[src/rtl/data_bus_arbiter_pkg.sv]
// Shared types and constants for the two-requester data bus arbiter:
// FSM state encoding, transfer direction codes and bus widths.
package data_bus_arbiter_pkg;

    localparam int ADDR_W = 30;
    localparam int DATA_W = 32;

    localparam logic RW_READ  = 1'b0;
    localparam logic RW_WRITE = 1'b1;

    typedef enum logic [1:0] {
        IDLE  = 2'd0,
        ISSUE = 2'd1,
        WAIT  = 2'd2,
        DONE  = 2'd3
    } state_t;

endpackage

[src/rtl/rr_arbiter2.sv]
// Two-input round-robin select with its last-grant register; the grant is
// only committed to history when the caller accepts it with 'take'.
module rr_arbiter2 (
    input  logic clk,
    input  logic rst_n,
    input  logic req0,
    input  logic req1,
    input  logic take,
    output logic grant,
    output logic any_req
);

    logic last_grant;

    // NOTE: every output of a combinational block is assigned on every path,
    // otherwise synthesis infers a latch to hold the missing case.
    always_comb begin
        any_req = req0 | req1;
        grant   = req1;
        if (req0 && req1) begin
            grant = ~last_grant;
        end
    end

    // Reset to 1 so that requester 0 wins the first contention.
    always_ff @(posedge clk or negedge rst_n) begin
        if (!rst_n) begin
            last_grant <= 1'b1;
        end else if (take && any_req) begin
            last_grant <= grant;
        end
    end

endmodule

[src/rtl/data_bus_arbiter.sv]
// Arbitrates the core data port (m0) and a DMA/loader (m1) onto one memory
// bus. Define DATA_ARB_LOCK_EN to add m0_lock/m1_lock grant locking.
module data_bus_arbiter
    import data_bus_arbiter_pkg::*;
#(
    parameter int RD_LATENCY = 1
) (
    input  logic                clk,
    input  logic                rst_n,
    input  logic                m0_req,
    input  logic                m0_rw,
    input  logic [ADDR_W-1:0]   m0_addr,
    input  logic [DATA_W-1:0]   m0_wdata,
    output logic [DATA_W-1:0]   m0_rdata,
    output logic                m0_ack,
    input  logic                m1_req,
    input  logic                m1_rw,
    input  logic [ADDR_W-1:0]   m1_addr,
    input  logic [DATA_W-1:0]   m1_wdata,
    output logic [DATA_W-1:0]   m1_rdata,
    output logic                m1_ack,
`ifdef DATA_ARB_LOCK_EN
    input  logic                m0_lock,
    input  logic                m1_lock,
`endif
    output logic                bus_cs,
    output logic                bus_rw,
    output logic [ADDR_W-1:0]   bus_addr,
    output logic [DATA_W-1:0]   bus_wdata,
    input  logic [DATA_W-1:0]   bus_rdata,
    output logic                bus_owner
);

    localparam logic [2:0] LAST_CNT = 3'(RD_LATENCY - 1);

    state_t              state, state_next;
    logic                owner;
    logic                op_rw;
    logic [ADDR_W-1:0]   op_addr;
    logic [DATA_W-1:0]   op_wdata;
    logic [DATA_W-1:0]   rdata_q;
    logic [2:0]          cnt;

    logic                req0_v, req1_v;
    logic                grant, any_req;
    logic                idle, issue, done;

    assign idle  = (state == IDLE);
    assign issue = (state == ISSUE);
    assign done  = (state == DONE);

`ifdef DATA_ARB_LOCK_EN
    logic lock_hold;

    // While a lock is held only the current owner may compete.
    assign req0_v = m0_req & ~(lock_hold & owner);
    assign req1_v = m1_req & ~(lock_hold & ~owner);

    always_ff @(posedge clk or negedge rst_n) begin
        if (!rst_n) begin
            lock_hold <= 1'b0;
        end else if (done) begin
            lock_hold <= owner ? m1_lock : m0_lock;
        end
    end
`else
    assign req0_v = m0_req;
    assign req1_v = m1_req;
`endif

    rr_arbiter2 u_rr (
        .clk     (clk),
        .rst_n   (rst_n),
        .req0    (req0_v),
        .req1    (req1_v),
        .take    (idle),
        .grant   (grant),
        .any_req (any_req)
    );

    // NOTE: sequential state uses non-blocking assignments so every register
    // samples pre-edge values regardless of block evaluation order.
    always_ff @(posedge clk or negedge rst_n) begin
        if (!rst_n) begin
            state <= IDLE;
        end else begin
            state <= state_next;
        end
    end

    always_comb begin
        state_next = state;
        unique case (state)
            IDLE:    if (any_req) state_next = ISSUE;
            ISSUE:   state_next = (op_rw == RW_WRITE) ? DONE : WAIT;
            WAIT:    if (cnt == LAST_CNT) state_next = DONE;
            DONE:    state_next = IDLE;
            default: state_next = IDLE;
        endcase
    end

    // NOTE: all datapath registers are reset, so the bus and read-data
    // outputs come up as zero instead of whatever powered up.
    always_ff @(posedge clk or negedge rst_n) begin
        if (!rst_n) begin
            owner    <= 1'b0;
            op_rw    <= RW_READ;
            op_addr  <= '0;
            op_wdata <= '0;
            rdata_q  <= '0;
            cnt      <= 3'd0;
        end else begin
            unique case (state)
                IDLE: begin
                    if (any_req) begin
                        owner    <= grant;
                        op_rw    <= grant ? m1_rw    : m0_rw;
                        op_addr  <= grant ? m1_addr  : m0_addr;
                        op_wdata <= grant ? m1_wdata : m0_wdata;
                        rdata_q  <= '0;
                        cnt      <= 3'd0;
                    end
                end
                WAIT: begin
                    if (cnt == LAST_CNT) begin
                        rdata_q <= bus_rdata;
                        cnt     <= 3'd0;
                    end else begin
                        cnt <= cnt + 3'd1;
                    end
                end
                default: ;
            endcase
        end
    end

    // Bus outputs are qualified by ISSUE so a reset drops them immediately.
    assign bus_cs    = issue;
    assign bus_rw    = issue & op_rw;
    assign bus_addr  = issue ? op_addr  : '0;
    assign bus_wdata = issue ? op_wdata : '0;
    assign bus_owner = owner;

    assign m0_ack   = done & ~owner;
    assign m1_ack   = done &  owner;
    assign m0_rdata = m0_ack ? rdata_q : '0;
    assign m1_rdata = m1_ack ? rdata_q : '0;

endmodule

[config.mk]
export PLATFORM = sky130hd
export DESIGN_NAME = data_bus_arbiter
export DESIGN_NICKNAME = d
export VERILOG_FILES = /design/src/rtl/data_bus_arbiter_pkg.sv /design/src/rtl/rr_arbiter2.sv /design/src/rtl/data_bus_arbiter.sv
export SDC_FILE = /design/constraint.sdc
export NUM_CORES = 1
export LEC_CHECK = 0
export BUFFER_PORTS_ARGS = -buffer_cell sky130_fd_sc_hd__buf_2
export CELL_PAD_IN_SITES_DETAIL_PLACEMENT = 0
export CELL_PAD_IN_SITES_GLOBAL_PLACEMENT = 1
export CORE_MARGIN = 2
export CORE_UTILIZATION = 36
export DETAILED_ROUTE_END_ITERATION = 6
export PLACE_DENSITY = 0.95
export SLEW_MARGIN = 0
export SYNTH_ARGS = -nofsm -noshare
export SYNTH_HDL_FRONTEND = slang
export SYNTH_SLANG_ARGS = --single-unit
[constraint.sdc]
create_clock -name clk -period 4.78 [get_ports clk]
set_clock_uncertainty 0.1 [all_clocks]
set_input_delay 0.239 -clock clk [delete_from_list [all_inputs] [get_ports clk]]
set_output_delay 0.239 -clock clk [all_outputs]
set_load 0.01 [all_outputs]
## Word-level counts from Yosys, hierarchy flattened

Index checks and enable logic that the tools add are counted.

- Output and inout port bits: 131
- Bits in registers: 102
- Bits of input ports: 162
- Logic and storage cells: 47

- Eq/ne operators: 5
- Mux-type cells: 18
- Reductions and logical operators: 9
- $add $sub $neg: 1
- Bitwise operators: 6

Operators with widths:

| cell | count |
|---|---|
| 2-to-1 mux 32 bit | 6 |
| one-hot mux 32 bit (2 select lines) | 1 |
| 2-to-1 mux 30 bit | 2 |
| one-hot mux 2 bit (4 select lines) | 1 |
| 2-to-1 mux 3 bit | 2 |
| one-hot mux 3 bit (2 select lines) | 1 |
| AND reduction 2 bit | 3 |
| equality test 2 bit, second input constant | 2 |
| 2-to-1 mux 2 bit | 2 |
| inequality test 2 bit, second input constant | 2 |
| adder 3 x 1 -> 3 bit, second input constant | 1 |
| AND 1 bit | 3 |
| zero test 3 bit | 1 |
| 2-to-1 mux 1 bit | 3 |
| AND reduction 3 bit | 1 |
| equality test 2 x 1 -> 1 bit, second input constant | 1 |
| logical AND 1 bit | 2 |
| zero test 2 bit | 1 |
| NOT 1 bit | 2 |
| nonzero test 2 bit | 1 |
| bitwise OR 1 bit | 1 |

## Depth between registers and ports, before layout

Gate-level depths: netlist of run 1.

- Word-level depth: 3
- Depth in mapped cells: 8
- Gate-level depth less buffers: 5

## Modules after synthesis

Synthesis of run 1 repeated with hierarchy kept, for this count alone.

- Cells, all modules: 598
- Area, all modules: 5611.6 sq um

Modules (own cells, without submodules):

| module | area each (sq um) | instances | cells each |
|---|---|---|---|
| data_bus_arbiter | 5560.3 | 1 | 593 |
| rr_arbiter2 | 51.3 | 1 | 5 |

## Least setup slack after synthesis of run 1

No wires, ideal clock.

- Path type: register -> register
- From: register state[0]
- To: register rdata_q[10]
- Period minus slack after synthesis: 1.846 ns
- Data arrival time: 1.667 ns
- Setup time: 0.079 ns
- Cell stages (with the launch flop): 8
- Slack: 2.934 ns
- Cells stage by stage: dfrtp_1 inv_1 ha_1 buf_6 nor3b_4 a211oi_4 buf_8 mux2i_1

- Longest elaborated chain between the ends: 3
- Elaborated cells between the ends (all ways): 7
- Those cells by class: 3 x eq/ne; 1 x mux; 3 x reduce/logical

Ends and longest elaborated chain:

| what | RTL line | text |
|---|---|---|
| start, declared | data_bus_arbiter.sv:36 | `state_t state, state_next;` |
| start signal, assigned | data_bus_arbiter.sv:87 | `state <= state_next;` |
| equality test 2 bit or zero test 2 bit (tied branches) | data_bus_arbiter.sv:113 | `unique case (state)` |
| inequality test 2 bit (no line) or nonzero test 2 bit (tied branches) | - |  |
| AND reduction 3 bit (no line) | - |  |
| end signal, assigned | data_bus_arbiter.sv:126 | `rdata_q <= bus_rdata;` |
| end, declared | data_bus_arbiter.sv:41 | `logic [DATA_W-1:0] rdata_q;` |

Parallel ways exist; a longest one is shown, timed or not.
A chain may end at the register's enable or synchronous reset.

## Worst setup path in the final report of run 1

- From: register state[1]
- To: output m0_rdata[13]

- Longest elaborated chain between the ends: 3

Ends and longest elaborated chain:

| what | RTL line | text |
|---|---|---|
| equality test 2 bit | data_bus_arbiter.sv:50 | `assign done = (state == DONE);` |
| AND 1 bit | data_bus_arbiter.sv:144 | `assign m0_ack = done & ~owner;` |
| 2-to-1 mux 32 bit | data_bus_arbiter.sv:146 | `assign m0_rdata = m0_ack ? rdata_q : '0;` |
| end, declared | data_bus_arbiter.sv:14 | `output logic [DATA_W-1:0] m0_rdata,` |

No other way between the ends.

==> flow_summary.toml, run 1 <==
[worst_setup_path]
worst-endpoint-required_ns = 4.44
cp.arrival_ns = 2.37
crit_type = "reg -> out"
rr_endpoint = "op_wdata[27]"
r2r_setup_slack_ns = 2.45
critPathLaunchType = "flip-flop"
end_kind = "output pin"
critPathMaxFanout = 34
rr_startpoint = "state[1]"
ff2ff_path_depth = 5
cp-startpoint = "state[1]"
timing.critical_path.to = "m0_rdata[13]"

[clock_tree]
clockBufferDepth = 2
clock_latency_ns = 0.35
cts_setup_buffers = 0
cts_made_buffers = 9
clkTransAtPathRegs_ns = 0.07
cts_hold_buffers = 1
h-tree-depth = 3
ctsResizeCount = 0
clockRootBuffer = "clkbuf_16"
clock-sinks = 102
tritoncts = "yes"

[yosys]
syn_area_per_cell_um2 = 9.55
netlist-cell-type-count = 33
synth-seq-cells = 102
synth_flop_cell = "dfrtp_1"
synth.most_common_cell = "dfrtp_1"
synth_mux_area_share_pct = 16.8
yosysTopAreaCell = "dfrtp_1"
postSynthNetCount = 768
synth_seq_area_share_pct = 44.7
synth_edf_count = 0
async_flop_share_pct = 100
synth_top_area_share_pct = 44.2
yosys_warnings = 0
syn_area_um2 = 5710
synth_top_family_by_area = "simple AND/OR/NAND/NOR gates"
synthXorXnorAreaFrac_pct = 0
ys_top_cells_by_area = "dfrtp_1 44%, mux2i_1 17%, and2_1 11%, nand2_1 6.3%, o21ai_0 4.4%"
postSynthCellCount = 598
yosys.area_share.simple_pct = 21.8
synth_compound_area_share_pct = 7.51
synthTopCellsByCount = "101 x dfrtp_1, 96 x and2_1, 96 x nand2_1"
synth_fa_ha_area_share_pct = 1.75

[timing]
setup_viol = 0
slew_viol_final = 0
fin_tns_setup_ns = 0
layout_min_cycle_time_ns = 2.71
worst_pin_slew_ns = 1.11
period_share_pct = 56.6
rsz0062_at_grt = "false"
relSlewSlack_pct = 26.0
fin_ws_ns = 2.07
fin_hold_ws_ns = 0.0352
hold_violations = 0
max_freq_ghz = 0.370

[placed_design]
gp_congestion = 0.791
dpl_cell_area_um2 = 7230
post-place-ws_ns = 2.45
portBuffers = 292
hpwl_um = 10600
place_inst = 1070

[grt]
grt_usage_pct = 17.3
antenna_found_initial = 1
grt_pass1_wl_um = 22500
grt-ovfl-total = 0
grt_max_degree = 128
grt_pass1_vias = 4459

[power_and_ir_drop]
finalPower_mw = 4.13
pwr_density_cell_nw_per_um2 = 546
ir_worst_vdd_mv = 0.218
p_leak_nw = 4.39

[finish]
nFillCells = 1529
areaGrowthSynthToFinish_pct = 32.4
stdcell_area_um2 = 7560
instances_no_fill = 1088
drive_above_1_share_pct = 37.1
final_util_pct = 48.1
nets = 1036

[die]
rows = 46
initial_utilization_pct = 36.4
die_w_um = 130
die_h_um = 130
die_area_um2 = 16900
core_um2 = 15700
num_io_pins = 293

[routing]
route.vias.total = 4905
via_per_inst = 4.51
final_antenna_net_count = 0
drc_errors = 0
drt_iter0_drc = 168
drt_pass1_iterations = 4
wl_um = 14900
wl_per_cell_um = 13.7

[run_status]
outcome = "complete, no violations"

[worst_hold_path]
min_path_type = "in -> reg"
hold_start = "bus_rdata[4]"

[flow_run]
cap_violations = 0
==> metal layers <==
metal  up-vias  wire length (µm)  GRT usage (%)
met5         -                 0              0
met4         0               219           6.45
met3        14              1130           4.39
met2       199              7410           31.0
met1      2202              6180           19.8
li1       2490                 -              -
==> power breakdown <==
part | leakage [nW] | total [mW] | switching [mW] | internal [mW]
sequential | 1.30 | 1.55 | 0.264 | 1.28
clock | 0.151 | 0.780 | 0.330 | 0.450
combinational | 2.94 | 1.80 | 1.04 | 0.763
total | 4.39 | 4.13 | 1.63 | 2.50
==> sequential cells by signal, summed over array words and instances (netlist names) <==
| name | flops |
|---|---|
| rdata_q | 32 |
| op_rw | 1 |
| bus_owner | 1 |
| u_rr.last_grant | 1 |
| op_wdata | 32 |
| cnt | 3 |
| op_addr | 30 |
| state | 2 |
==> worst max-delay path, cell delays in order (launching register included) <==
cell and delay [ns]:
dfrtp_1 0.43, ha_1 0.77, nor2b_1 0.21, buf_4 0.29, and2_1 0.18, buf_2 0.13
==> cell families after synthesis <==
logic type	count (synthesis)
compound gates	78
simple gates	234
buf+inv	80
mux	96
flops	102
fa+ha+maj	8
==> worst min-delay path by stage <==
stage	slack [ns]	end	cells past startpoint
after global placement	0.25	rdata_q[4]	1
after global routing	0.03	rdata_q[18]	3
after floorplan	-0.16	bus_owner	0
final	0.04	rdata_q[4]	3
after CTS	0.02	rdata_q[4]	3
after detailed placement	0.25	rdata_q[4]	1
==> layout make-up <==
cell class                 instances  area, µm²  share of cell area (%)
multi-input combinational        416       2750                    36.4
sequential                       102       2550                    33.8
timing repair buffer             300       1530                    20.2
tap                              216        270                    3.57
clock buffer                      12        267                    3.52
inverter                          37        139                    1.84
clock inverter                     4       53.8                   0.711
antenna                            1       2.50                  0.0331
==> placed cells by master, fill, tap and decap left out, drive strengths merged <==
| cell | n |
|---|---|
| a211oi | 2 |
| a21bo | 1 |
| a21oi | 2 |
| a2bb2oi | 1 |
| a31oi | 1 |
| a32o | 1 |
| and2 | 96 |
| and3 | 32 |
| buf | 299 |
| bufinv | 1 |
| clkbuf | 12 |
| clkinv | 1 |
| clkinvlp | 2 |
| dfrtp | 101 |
| dfstp | 1 |
| diode | 1 |
| dlygate4sd3 | 1 |
| ha | 8 |
| inv | 37 |
| mux2 | 1 |
| mux2i | 95 |
| nand2 | 96 |
| nand2b | 1 |
| nand3 | 1 |
| nand3b | 1 |
| nand4bb | 1 |
| nor2 | 2 |
| nor2b | 1 |
| nor3 | 1 |
| nor3b | 1 |
| o211ai | 1 |
| o21ai | 69 |
| or3b | 1 |
Power figures use the tool's default switching activity.
==> run 2, diff against run 1 <==
CORE_UTILIZATION = 33   (was 36)
PLACE_DENSITY = 0.89   (was 0.95)
clock period = 2.6 ns   (was 4.78 ns; I/O delays follow)
==> run 2 against run 1 <==
Compared with the run above:
- the run now ends with hold timing left
- largest cell class is now buffers
- hold slack got worse by 0.036 ns
- register-to-register slack worse by 2.3 ns
- sequential share of layout area down 5.8 points
- combinational power grew 110%
- clock-buffer cell count fell by 1
- non-clock buffer count up 153
- setup slack lost 1.9 ns
==> flow_summary.toml, run 2 (synthesis results as in run 1) <==
[run_status]
outcome = "complete, but fails checks"
failed_checks = "hold timing"

[worst_setup_path]
slowest_stage = "dlygate4sd3_1"
crit_type = "reg -> reg"
critPathLaunchType = "flip-flop"
crit_chain = "a21bo_4 > buf_12 > mux2i_1 > dlygate4sd3_1 > o21ai_0"
worst-endpoint-required_ns = 2.67
cp.arrival_ns = 2.51
crit_path_max_incr_delay_ns = 0.58
end_kind = "flip-flop"
critPathMaxFanout = 39

[grt]
grt_max_degree = 72
grt_pass1_vias = 5661
antenna_found_initial = 0
grt_usage_pct = 19.1
grt_pass1_wl_um = 27900
grt-ovfl-total = 0

[routing]
via_per_inst = 4.52
wl_per_cell_um = 14.1
wl_um = 17600
route.vias.total = 5647
final_antenna_net_count = 0
drt_iter0_drc = 193
drc_errors = 0
drt_pass1_iterations = 4

[clock_tree]
clockBufferDepth = 2
cts_hold_buffers = 148
h-tree-depth = 3
tritoncts = "yes"
clock-sinks = 102
ctsResizeCount = 0
clockRootBuffer = "clkbuf_16"
cts_setup_buffers = 0
clkTransAtPathRegs_ns = 0.07
cts_made_buffers = 9
clock_latency_ns = 0.34

[timing]
period_share_pct = 94.0
max_freq_ghz = 0.409
slew_viol_final = 0
rsz0062_at_grt = "false"
relSlewSlack_pct = 30.8
fin_hold_ws_ns = -0.000776
fin_tns_setup_ns = 0
worst_pin_slew_ns = 1.03
hold_violations = 1
layout_min_cycle_time_ns = 2.44
setup_viol = 0

[worst_hold_path]
min_path_type = "in -> reg"

[die]
die_w_um = 136
initial_utilization_pct = 33.4
core_um2 = 17100
rows = 48
num_io_pins = 293
die_h_um = 136
die_area_um2 = 18400

[placed_design]
gp_congestion = 0.787
portBuffers = 292
hpwl_um = 11000

[finish]
mostFrequentLayoutCell = "buf_2"
top_regs = "op_wdata: 32 flops, rdata_q: 32 flops, op_addr: 30 flops"
num_antenna_cells = 0
nets = 1189
areaGrowthSynthToFinish_pct = 59.6
layout_common_cells = "291 x buf_2, 148 x dlygate4sd3_1, 101 x dfrtp_1, 96 x and2_1, 96 x nand2_1"
drive_above_1_share_pct = 32.0
final_util_pct = 53.3
nFillCells = 1504

[power_and_ir_drop]
clkPwrFrac_pct = 17.2
pwr_density_cell_nw_per_um2 = 881
p_sw_share_pct = 39.3
pwr-share-seq_pct = 34.9
p_comb_share_pct = 47.9
p_int_mw = 4.88
p_sw_mw = 3.15
ir_worst_vdd_mv = 0.538
p_leak_nw = 5.04

[flow_run]
cap_violations = 0
## run 2: cell types whose count changed in the layout (fill, tap and decap cells not counted)
| cell | previous run | this run |
|---|---|---|
| clkinv_2 | 0 | 1 |
| clkbuf_1 | 0 | 1 |
| clkbuf_8 | 3 | 1 |
| buf_4 | 8 | 10 |
| buf_12 | 0 | 4 |
| dlygate4sd3_1 | 1 | 148 |
| diode_2 | 1 | 0 |
## run 2: layout make-up
| type | count | area [µm²] | share of cell area, % |
|---|---|---|---|
| inverters | 37 | 139 | 1.52 |
| multi-input cells | 416 | 2750 | 30.2 |
| flip-flops and latches | 102 | 2550 | 28.0 |
| clock buffers | 11 | 243 | 2.66 |
| well taps | 225 | 282 | 3.09 |
| clock inverters | 5 | 58.8 | 0.645 |
| repair buffers | 453 | 3090 | 33.9 |
## run 2: final timing paths
kind / start / to / slack (ns) / cells past startpoint
worst max register to register: u_rr.last_grant / op_wdata[2] / 0.16 / 5
worst max-delay path: u_rr.last_grant / op_wdata[2] / 0.16 / 5
min in group asynchronous: rst_n / rdata_q[20] / 0.35 / 3
worst min-delay path: m0_wdata[0] / op_wdata[0] / -0.0008 / 3
max in group asynchronous: rst_n / op_addr[25] / 1.58 / 3
worst min register to register: op_wdata[21] / op_wdata[21] / 0.37 / 2
## run 2: power groups by stage
stage / Sequential (mW) / Clock, mW / Combinational [mW]
finish: 2.80 / 1.38 / 3.85
global route: 2.90 / 1.49 / 4.29
CTS: 2.78 / 1.43 / 3.83
detailed placement: 2.81 / 0 / 3.55
global placement: 2.77 / 0 / 3.47
floorplan: 2.67 / 0 / 2.55
## run 2: critical path, delay by kind of cell (launching register included)
family | cells | cell delay (ns)
muxes | 1 | 0.25
DFF | 1 | 0.55
buffers and inverters | 2 | 0.91
AOI/OAI and AO/OA | 2 | 0.44
## run 2: routing by layer
metal  up-vias  wire (µm)  global-route usage (%)
met3        31       1200                    3.93
met5         -          0                       0
met1      2595       7280                    22.8
met2       226       8700                    33.6
li1       2795          -                       -
met4         0        409                    7.75
## run 2: per-stage QoR
step | setup WS, ns | instance area [µm²] | power [mW] | instances
2_1_floorplan | 0.754 | 5710 | 5.22 | 598
3_3_place_gp | 0.659 | 7340 | 6.24 | 1085
3_5_place_dp | 0.554 | 7340 | 6.35 | 1085
4_1_cts | 0.247 | 9120 | 8.04 | 1249
5_1_grt | 0.00982 | 9120 | 8.68 | 1249
6_report | 0.156 | 9120 | 8.03 | 1249
==> run 3, diff against run 2 <==
CORE_ASPECT_RATIO = 1.5   (was not set)
SLEW_MARGIN = 20   (was 0)
clock period = 2.4 ns   (was 2.6 ns; I/O delays follow)
==> run 3 against run 2 <==
Compared with the run above:
- the flow now finishes without violations
- critical path depth unchanged
- first-iteration DRC count increased by 7.3%
- via count decreased by 1.9%
- power increased by 7.6%
- die area increased by 0.12%
- setup slack improved by 0.018 ns
- clock-buffer cell count unchanged
- cell count decreased by 2.3%
==> flow_summary.toml, run 3 (synthesis results as in run 1) <==
[run_status]
outcome = "complete, no violations"

[finish]
num_antenna_cells = 0
top_regs = "op_wdata: 32 flops, rdata_q: 32 flops, op_addr: 30 flops"
layout_common_cells = "291 x buf_2, 134 x dlygate4sd3_1, 101 x dfrtp_1, 96 x and2_1, 96 x nand2_1"
drive_above_1_share_pct = 32.8
instances_no_fill = 1220
mostFrequentLayoutCell = "buf_2"
areaGrowthSynthToFinish_pct = 57.2
nets = 1176

[timing]
layout_min_cycle_time_ns = 2.23
fin_tns_setup_ns = 0
max_freq_ghz = 0.449
relSlewSlack_pct = 54.2
rsz0062_at_grt = "false"
worst_pin_slew_ns = 0.685
hold_violations = 0
setup_viol = 0
fin_hold_ws_ns = 0.00623
period_share_pct = 92.8
slew_viol_final = 0

[routing]
wl_per_cell_um = 14.0
wl_met1_um = 6820
highest_layer = "met4"
drt_iter0_drc = 207
drc_errors = 0
wl_um = 17100
dr_wl_met3_um = 771
wl_met2_um = 9060
drt_pass1_iterations = 5
via_per_inst = 4.54
final_antenna_net_count = 0
route.vias.total = 5538

[die]
die_area_um2 = 18400
num_io_pins = 293
core_um2 = 16800
rows = 58
die_w_um = 111
die_h_um = 165
initial_utilization_pct = 33.9

[power_and_ir_drop]
p_comb_share_pct = 47.7
clkPwrFrac_pct = 17.4
p_sw_mw = 3.36
ir_worst_vdd_mv = 0.503
p_leak_nw = 5.00
p_int_mw = 5.28
p_sw_share_pct = 38.9
pwr-share-seq_pct = 34.9
pwr_density_cell_nw_per_um2 = 962

[clock_tree]
cts_hold_buffers = 134
clockBufferDepth = 2
clock_latency_ns = 0.33
ctsResizeCount = 0
cts_setup_buffers = 0
clkTransAtPathRegs_ns = 0.07
cts_made_buffers = 9
clock-sinks = 102
h-tree-depth = 3
clockRootBuffer = "clkbuf_16"
tritoncts = "yes"

[placed_design]
portBuffers = 292
place_inst = 1071
hpwl_um = 11400
gp_congestion = 0.798

[worst_setup_path]
end_kind = "flip-flop"
crit_type = "reg -> reg"
critPathMaxFanout = 21
worst-endpoint-required_ns = 2.48
cp.arrival_ns = 2.31
critPathLaunchType = "flip-flop"

[grt]
antenna_found_initial = 0
grt-ovfl-total = 0
grt_usage_pct = 18.1
grt_pass1_wl_um = 27000
grt_pass1_vias = 5566
grt_max_degree = 64

[worst_hold_path]
min_path_type = "in -> reg"

[flow_run]
cap_violations = 0
## run 3: critical path, stage by stage (launching register included)
cell	delay (ns)
dfstp_2	0.57
a21bo_4	0.15
buf_4	0.33
mux2i_1	0.25
dlygate4sd3_1	0.57
o21ai_0	0.09
## run 3: power groups by stage
stage	Combinational [mW]	Clock, mW	Sequential, mW
global placement	3.79	0	3.00
detailed placement	3.88	0	3.04
floorplan	2.76	0	2.89
global route	4.59	1.62	3.12
finish	4.12	1.50	3.01
CTS	4.16	1.57	3.01
## run 3: metal layers
layer	vias up	global-route usage, %
li1	2772	-
met1	2533	21.0
met2	199	33.4
met3	34	2.66
met4	0	7.30
met5	-	0
## run 3: metrics by stage
step / cell area [µm²] / power, mW / util [%] / setup WS (ns)
3_3_place_gp: 7330 / 6.79 / 43.5 / 0.464
2_1_floorplan: 5710 / 5.65 / - / 0.554
3_5_place_dp: 7330 / 6.92 / 43.5 / 0.357
6_report: 8980 / 8.64 / 53.3 / 0.174
4_1_cts: 8980 / 8.74 / 53.3 / 0.226
5_1_grt: 8980 / 9.34 / 53.3 / 0.111
## run 3: final timing paths
| kind | start | end | slack [ns] | cells past startpoint |
|---|---|---|---|---|
| worst min register to register | op_addr[7] | op_addr[7] | 0.37 | 2 |
| min in group asynchronous | rst_n | rdata_q[10] | 0.26 | 2 |
| worst max-delay path | u_rr.last_grant | op_wdata[11] | 0.17 | 5 |
| max in group asynchronous | rst_n | op_wdata[3] | 1.26 | 3 |
| worst max register to register | u_rr.last_grant | op_wdata[11] | 0.17 | 5 |
| worst min-delay path | m1_addr[27] | op_addr[27] | 0.006 | 3 |
## run 3: final cells by class
type	instances	area (µm²)
Fill cell	1525	7860
Timing Repair Buffer	440	2960
Multi-Input combinational cell	416	2760
Sequential cell	102	2550
Tap cell	210	263
Clock buffer	11	253
Inverter	37	139
Clock inverter	4	55.1
